## src/rtl/seven_seg_scan.sv

```systemverilog
// rtl/seven_seg_scan.sv - time-multiplexed hex seven-segment scanner with dead time
// Optional leading-zero blanking is compiled in when SEVSEG_LZB_EN is defined.
module seven_seg_scan #(
  parameter int DIGITS         = 4,
  parameter int SCAN_DIV       = 12000,
  parameter int DEAD           = 16,
  parameter int SEG_ACTIVE_LOW = 0,
  parameter int AN_ACTIVE_LOW  = 1
) (
  input  logic                  clk,
  input  logic                  rst,
  input  logic [4*DIGITS-1:0]   value,
  input  logic [DIGITS-1:0]     dp,
  input  logic                  load,
  input  logic                  blank,
  output logic [7:0]            seg,
  output logic [DIGITS-1:0]     an
);

  localparam int PW = $clog2(SCAN_DIV);
  localparam int IW = (DIGITS > 1) ? $clog2(DIGITS) : 1;
  localparam logic [PW-1:0] PLAST   = PW'(SCAN_DIV - 1);
  localparam logic [PW-1:0] PDEAD   = PW'(DEAD);
  localparam logic [IW-1:0] IDXLAST = IW'(DIGITS - 1);
  localparam logic [7:0]        SEG_OFF = (SEG_ACTIVE_LOW != 0) ? 8'hFF : 8'h00;
  localparam logic [DIGITS-1:0] AN_OFF  = (AN_ACTIVE_LOW != 0) ? '1 : '0;

  logic [PW-1:0]       pcnt;
  logic [IW-1:0]       idx;
  logic [4*DIGITS-1:0] sh_val;
  logic [DIGITS-1:0]   sh_dp;

  logic [3:0]          nib;
  logic                dp_sel;
  logic [DIGITS-1:0]   an_l;
  logic [7:0]          seg_l;
  logic [7:0]          seg_n;
  logic [DIGITS-1:0]   an_n;

  // logical active-high pattern, bit 0 = A ... bit 6 = G
  function automatic logic [6:0] decode(input logic [3:0] n);
    case (n)
      4'h0: decode = 7'b0111111;
      4'h1: decode = 7'b0000110;
      4'h2: decode = 7'b1011011;
      4'h3: decode = 7'b1001111;
      4'h4: decode = 7'b1100110;
      4'h5: decode = 7'b1101101;
      4'h6: decode = 7'b1111101;
      4'h7: decode = 7'b0000111;
      4'h8: decode = 7'b1111111;
      4'h9: decode = 7'b1100111;
      4'hA: decode = 7'b1110111;
      4'hB: decode = 7'b1111100;
      4'hC: decode = 7'b1011000;
      4'hD: decode = 7'b1011110;
      4'hE: decode = 7'b1111001;
      default: decode = 7'b1110001;
    endcase
  endfunction

`ifdef SEVSEG_LZB_EN
  // zfrom[i]: nibbles i..DIGITS-1 of the shadow are all zero
  logic [DIGITS-1:0] zfrom;
  always_comb begin
    zfrom = '0;
    zfrom[DIGITS-1] = (sh_val[4*(DIGITS-1) +: 4] == 4'h0);
    for (int i = DIGITS - 2; i >= 0; i--)
      zfrom[i] = zfrom[i+1] & (sh_val[4*i +: 4] == 4'h0);
  end
`endif

  always_comb begin
    nib    = 4'h0;
    dp_sel = 1'b0;
    an_l   = '0;
    for (int i = 0; i < DIGITS; i++) begin
      if (idx == IW'(i)) begin
        nib     = sh_val[4*i +: 4];
        dp_sel  = sh_dp[i];
        an_l[i] = 1'b1;
      end
    end
    seg_l = {dp_sel, decode(nib)};
`ifdef SEVSEG_LZB_EN
    for (int i = 1; i < DIGITS; i++)
      if (idx == IW'(i) && zfrom[i]) seg_l[6:0] = 7'b0;
`endif
    if (pcnt < PDEAD || blank) begin
      seg_l = 8'h00;
      an_l  = '0;
    end
    seg_n = (SEG_ACTIVE_LOW != 0) ? ~seg_l : seg_l;
    an_n  = (AN_ACTIVE_LOW != 0) ? ~an_l : an_l;
  end

  always_ff @(posedge clk or posedge rst) begin
    if (rst) begin
      pcnt   <= '0;
      idx    <= '0;
      sh_val <= '0;
      sh_dp  <= '0;
      seg    <= SEG_OFF;
      an     <= AN_OFF;
    end else begin
      if (pcnt == PLAST) begin
        pcnt <= '0;
        idx  <= (idx == IDXLAST) ? '0 : idx + 1'b1;
      end else begin
        pcnt <= pcnt + 1'b1;
      end
      if (load) begin
        sh_val <= value;
        sh_dp  <= dp;
      end
      seg <= seg_n;
      an  <= an_n;
    end
  end

endmodule

```

## config.mk

```make
export PLATFORM = sky130hd
export DESIGN_NAME = seven_seg_scan
export DESIGN_NICKNAME = d
export VERILOG_FILES = /design/src/rtl/seven_seg_scan.sv
export SDC_FILE = /design/constraint.sdc
export NUM_CORES = 1
export LEC_CHECK = 0
export CORE_MARGIN = 4
export CORE_UTILIZATION = 53
export CTS_CLUSTER_SIZE = 8
export DETAILED_ROUTE_END_ITERATION = 7
export PLACE_DENSITY = 0.79
export SYNTH_ARGS = -nofsm -noshare
export SYNTH_HDL_FRONTEND = slang
export SYNTH_SLANG_ARGS = --single-unit
```

## constraint.sdc

```tcl
create_clock -name clk -period 2.99 [get_ports clk]
set_input_delay 0.598 -clock clk [delete_from_list [all_inputs] [get_ports clk]]
set_output_delay 0.598 -clock clk [all_outputs]
set_load 0.02 [all_outputs]
```

# Word level (Yosys, flattened, before mapping)
# Memory sizes are Yosys's and may differ from the RTL's.
# Cells that the tools add are included.
dict set report totals {
  wordCells 33
  input_bits 24
  mem_count 1
  output_inout_bits 12
  rom_bits 112
  register_bits 48
}
dict set report classes {
  n_mux 16
  n_addsub 2
  reduce_logical 2
  n_eq_ne 4
  bitwise 1
  order_cmp 1
}
# name words width rd rd_ports_with_merged_regs write_ports line
set mem_list {}
lappend mem_list {{(no name shown)} 16 7 1 0 0 42} ;# case (n)
# operator count
set op_table {}
lappend op_table {{$mux W4} 5}
lappend op_table {{$add A14 B1 Y14 const B} 1}
lappend op_table {{$eq A14 B14 Y1 const B} 1}
lappend op_table {{$lt A14 B5 Y1 const B} 1}
lappend op_table {{$mux W14} 1}
lappend op_table {{$mux W1} 8}
lappend op_table {{$mux W8} 1}
lappend op_table {{$eq A2 B2 Y1 const B} 2}
lappend op_table {{$not A4 Y4} 1}
lappend op_table {{$add A2 B1 Y2 const B} 1}
lappend op_table {{$eq A2 B1 Y1 const B} 1}
lappend op_table {{$logic_not A2 Y1} 1}
lappend op_table {{$mux W2} 1}
lappend op_table {{$logic_or A1 B1 Y1} 1}

# Depth between registers and ports, before layout
# An unclocked memory read counts as a cell.
dict set report depth {
  depth_word 7
  ltp_mapped 12
  ltp_nobuf 11
}

# Worst setup path before layout
# No wires, ideal clock.
dict set report synth_path {
  kind {flip-flop to flip-flop}
  from {reg idx[0]}
  to {reg seg[3]}
  arrival_ps 2115
  setup_ps 124
  period_less_slack_ps 2239
  stages_incl_launch_ff 11
  n_path_buf 1
  required_ps 2866
  path_slack_ps 751
  cell_sequence {dfrtp_1 > inv_1 > ha_1 > buf_2 > nand2b_1 > o221ai_1 > inv_1 > ha_1 > nand2b_1 > a21oi_1 > o31a_1}
}
dict set report synth_via {
  elab_chain_len 7
  word_cells_on_any_way 10
  classes_between {3 x eq/ne; 5 x mux; 1 x reduce/logical; 1 x memory}
}
# item line
set synth_lines {}
lappend synth_lines {{start: declaration} 29} ;# logic [IW-1:0] idx;
lappend synth_lines {{start signal: assignment} 108} ;# idx <= (idx == IDXLAST) ? '0 : idx + 1'b1;
lappend synth_lines {{$logic_not A2 Y1} 78} ;# if (idx == IW'(i)) begin
lappend synth_lines {{$mux W4 (3 in a row)} 78}
lappend synth_lines {{$mux W4 *} 78}
lappend synth_lines {{$mem_v2 Z16 W7 *} n/a}
lappend synth_lines {{$mux W8 *} 89} ;# if (pcnt < PDEAD || blank) begin
lappend synth_lines {{net seg_l[3]} 36} ;# logic [7:0] seg_l;
lappend synth_lines {{end signal: assignment} 116} ;# seg <= seg_n;
lappend synth_lines {{end: declaration} 16} ;# output logic [7:0] seg,
# The timed path passes the listed nets; every way through them passes the cells marked *.
# A chain may end at the register's enable or synchronous reset.

# Worst setup path after layout
# Ends and elaborated chain as after synthesis.

==> metrics <==
fraction of layout cells with a size suffix above 1=0.157; area of the mapped netlist=2330 um^2; maximum resistive drop on vdd=0.283 mV; pin count of the biggest net entering global routing=49; total track usage=0.189; CTS tree=yes; cts hold-fix bufs=0; number of enable-type register cells in the synthesized netlist=0; top post-synthesis cells by area=sky130_fd_sc_hd__dfrtp_1, sky130_fd_sc_hd__mux2_2, sky130_fd_sc_hd__ha_1; H-Tree Depth=2; relative area change from synthesis to final layout=20.0%; net switching component of the power=329 uW; clock slew seen by the registers of the worst setup and hold paths=0.08 ns; Int Pwr=988 uW; CP Data Required Time=3.18 ns; Critical Path Fanout Max=13; endpoint arrival time on the critical path=2.81 ns; WL per Instance=16.1 um; total grt overflow=0; number of I/O port buffers=35; sum of negative setup slack=0 ns; vias in the first global route=1631; area occupied by registers=1210 um^2; proportion of power drawn by the clock network=0.300; Core Footprint=4120 um^2; net count after synthesis=241; Worst Setup Slack post-DPL=0.397 ns; effective utilization at floorplan=0.566; DRC violation count after routing=0; ratio of routed vias to standard cells=5.67; post-synth cell types=47; x dimension of the die=74.3 um; Post-Place Cells=284; worst clock skew=0.00573 ns; outcome=finished, final reports clean; die area=5520 um^2; count of standard-cell rows=23; number of iterations in the first detailed-routing pass=4; crit path capture type=flip-flop; Pins Over Slew Limit=0; number of antenna violations at the first check in global routing=0; setup repair after global routing missed its margin=false; kind of start point of the critical path=flip-flop; first-pass GRT wire length=7690 um; portion of the post-synthesis area used by sequential elements=0.518; routed wire length=4690 um; pin slew with the least headroom to its limit=0.777 ns; achievable clock frequency=382 MHz; classification of the worst-slack hold path=reg2reg; setup fix buffers added after clock tree synthesis=0; number of buffers added by the clock tree synthesis step=5; DPL Wire Length=3430 um; area of the multi-input gates=1040 um^2; DRC marker count from the first detailed-route iteration=146; Combinational Power Share=0.160; post-CTS sizing=0; Rel. slew slack=0.480; Yosys Warn Count=0; Mapped Avg Cell Area=11.3 um^2; library cell used as clock root buffer=sky130_fd_sc_hd__clkbuf_8; area share of the largest cell type after synthesis=0.473; height of the die=74.3 um; kind of critical path=reg2reg; pwr dens=472 nW/um^2; count of max-cap constraint violations=0; clock latency reported for the late side of the worst-skew pair=0.31 ns; ys async rst share=1.00; Final nets=276; setup slack of the critical path after layout=0.373 ns; Min Clock Period, post-route=2.62 ns; Fill cells=309; post-route ant nets=0; number of clock sinks=48; post-synthesis cell count=206; number of failing hold endpoints at the final stage=0; number of vias in the routed layout=1656; top flip-flop cell by instance count after synthesis=sky130_fd_sc_hd__dfrtp_1; Switching Fraction=0.250; setup violation total in the final timing report=0; final weighted congestion in routability-driven placement=0.802; number of diodes added for antenna fixing=0; I/O pin total=36; post-synthesis register bit count=48; non-filler cells in the finished layout=292; largest area contributor in the netlist=sky130_fd_sc_hd__dfrtp_1; Tcrit/Tclk final=0.875; maximum buffer depth of the clock tree=2; sequential share of power=0.540; Leak=0.00120 uW
## synth_stat cells (2+ instances only)
library cell               instances
sky130_fd_sc_hd__o21ai_1           5
sky130_fd_sc_hd__nand3b_1          3
sky130_fd_sc_hd__o21ai_0           2
sky130_fd_sc_hd__nor2b_1           3
sky130_fd_sc_hd__nor3_1            5
sky130_fd_sc_hd__mux2_2           19
sky130_fd_sc_hd__xor2_1            7
sky130_fd_sc_hd__a311oi_1          2
sky130_fd_sc_hd__dfrtp_1          44
sky130_fd_sc_hd__nor2_1           13
sky130_fd_sc_hd__inv_1             5
sky130_fd_sc_hd__o211ai_1          2
sky130_fd_sc_hd__buf_6             2
sky130_fd_sc_hd__nand2b_1          3
sky130_fd_sc_hd__nor4_1            2
sky130_fd_sc_hd__buf_2             3
sky130_fd_sc_hd__dfstp_2           4
sky130_fd_sc_hd__o311a_1           2
sky130_fd_sc_hd__nand3_1           9
sky130_fd_sc_hd__a211oi_1          2
sky130_fd_sc_hd__a31oi_1           2
sky130_fd_sc_hd__nand2_1          19
sky130_fd_sc_hd__ha_1             11
sky130_fd_sc_hd__a221oi_1          2
sky130_fd_sc_hd__xnor2_1           2
sky130_fd_sc_hd__a21oi_1           9
sky130_fd_sc_hd__clkbuf_1          4
## worst max-delay path, stage by stage (launching register included)
cell and delay, ns:
sky130_fd_sc_hd__dfrtp_1 0.41, sky130_fd_sc_hd__ha_1 0.37, sky130_fd_sc_hd__nand2b_1 0.23, sky130_fd_sc_hd__o221ai_1 0.50, sky130_fd_sc_hd__inv_1 0.15, sky130_fd_sc_hd__ha_1 0.37
sky130_fd_sc_hd__nand2b_1 0.12, sky130_fd_sc_hd__a21oi_1 0.07, sky130_fd_sc_hd__o31a_1 0.30
## path summary, 6_finish.rpt
check                              startpoint               endpoint  slack, ns  depth (start not counted)
setup / recovery           idx[0]$_DFFE_PP0N_       seg[3]$_DFF_PP0_       0.37                          8
hold / removal              pcnt[0]$_DFF_PP0_      pcnt[0]$_DFF_PP0_       0.50                          1
setup reg to reg           idx[0]$_DFFE_PP0N_       seg[3]$_DFF_PP0_       0.37                          8
hold reg to reg             pcnt[0]$_DFF_PP0_      pcnt[0]$_DFF_PP0_       0.50                          1
max in group asynchronous                 rst  sh_val[5]$_DFFE_PP0P_       1.83                          3
min in group asynchronous                 rst   sh_dp[3]$_DFFE_PP0P_       0.76                          3
## flip-flops by register name, summed over array words and instances, names as in the netlist
| register | cells |
|---|---|
| sh_val | 16 |
| pcnt | 14 |
| seg | 8 |
| an | 4 |
| sh_dp | 4 |
| idx | 2 |
## placed cells by master (no fill, tap or decap), types with 3 or more instances in the layout
cell	instances
sky130_fd_sc_hd__dfrtp_1	44
sky130_fd_sc_hd__o21ai_1	5
sky130_fd_sc_hd__nor2_1	13
sky130_fd_sc_hd__nand2b_1	3
sky130_fd_sc_hd__dfstp_2	4
sky130_fd_sc_hd__inv_1	4
sky130_fd_sc_hd__mux2_2	19
sky130_fd_sc_hd__nand3b_1	3
sky130_fd_sc_hd__xor2_1	7
sky130_fd_sc_hd__nand3_1	9
sky130_fd_sc_hd__a21oi_1	9
sky130_fd_sc_hd__clkbuf_8	6
sky130_fd_sc_hd__nand2_1	19
sky130_fd_sc_hd__nor3_1	5
sky130_fd_sc_hd__ha_1	11
sky130_fd_sc_hd__nor2b_1	3
sky130_fd_sc_hd__clkdlybuf4s50_1	35
## final cells by class
type	count	share of cell area
Timing Repair Buffer	37	0.131
Clock buffer	8	0.0322
Multi-Input combinational cell	142	0.373
Sequential cell	48	0.432
Tap cell	50	0.0224
Inverter	7	0.00940
## cell families (layout without fill, tap and decap cells)
kind of cell,count (synthesis),after routing,share of synthesized area
AO/OA/AOI/OAI,36,36,0.109
multiplexers,21,21,0.103
XOR/XNOR,9,9,0.0339
AND/OR/NAND/NOR,65,65,0.143
adder cells (fa/ha/maj),11,11,0.0591
buffers and inverters,16,52,0.0338
flip-flops,48,48,0.518
## stage by stage
step,util,hold WS [ns],cell area (um^2),total power [uW]
6_report,0.679,0.497,2790,1320
5_1_grt,0.679,0.530,2790,1380
4_1_cts,0.679,0.503,2790,1330
3_5_place_dp,0.657,0.488,2700,936
3_3_place_gp,0.657,0.477,2700,929
2_1_floorplan,-,0.455,2330,848
## power groups by stage
stage	Sequential (uW)	Clock [uW]	Combinational, uW
2_1_floorplan	734	0	114
3_3_place_gp	724	0	205
3_5_place_dp	725	0	212
4_1_cts	712	405	212
5_1_grt	716	433	231
6_report	712	395	210
## metal layers
| layer | up-vias | wire (um) | track usage |
|---|---|---|---|
| met5 | - | 0 | 0 |
| met4 | 0 | 116 | 0.0949 |
| li1 | 800 | - | - |
| met1 | 796 | 2080 | 0.246 |
| met2 | 50 | 2290 | 0.305 |
| met3 | 10 | 202 | 0.0324 |
Power figures use the tool's default switching activity.
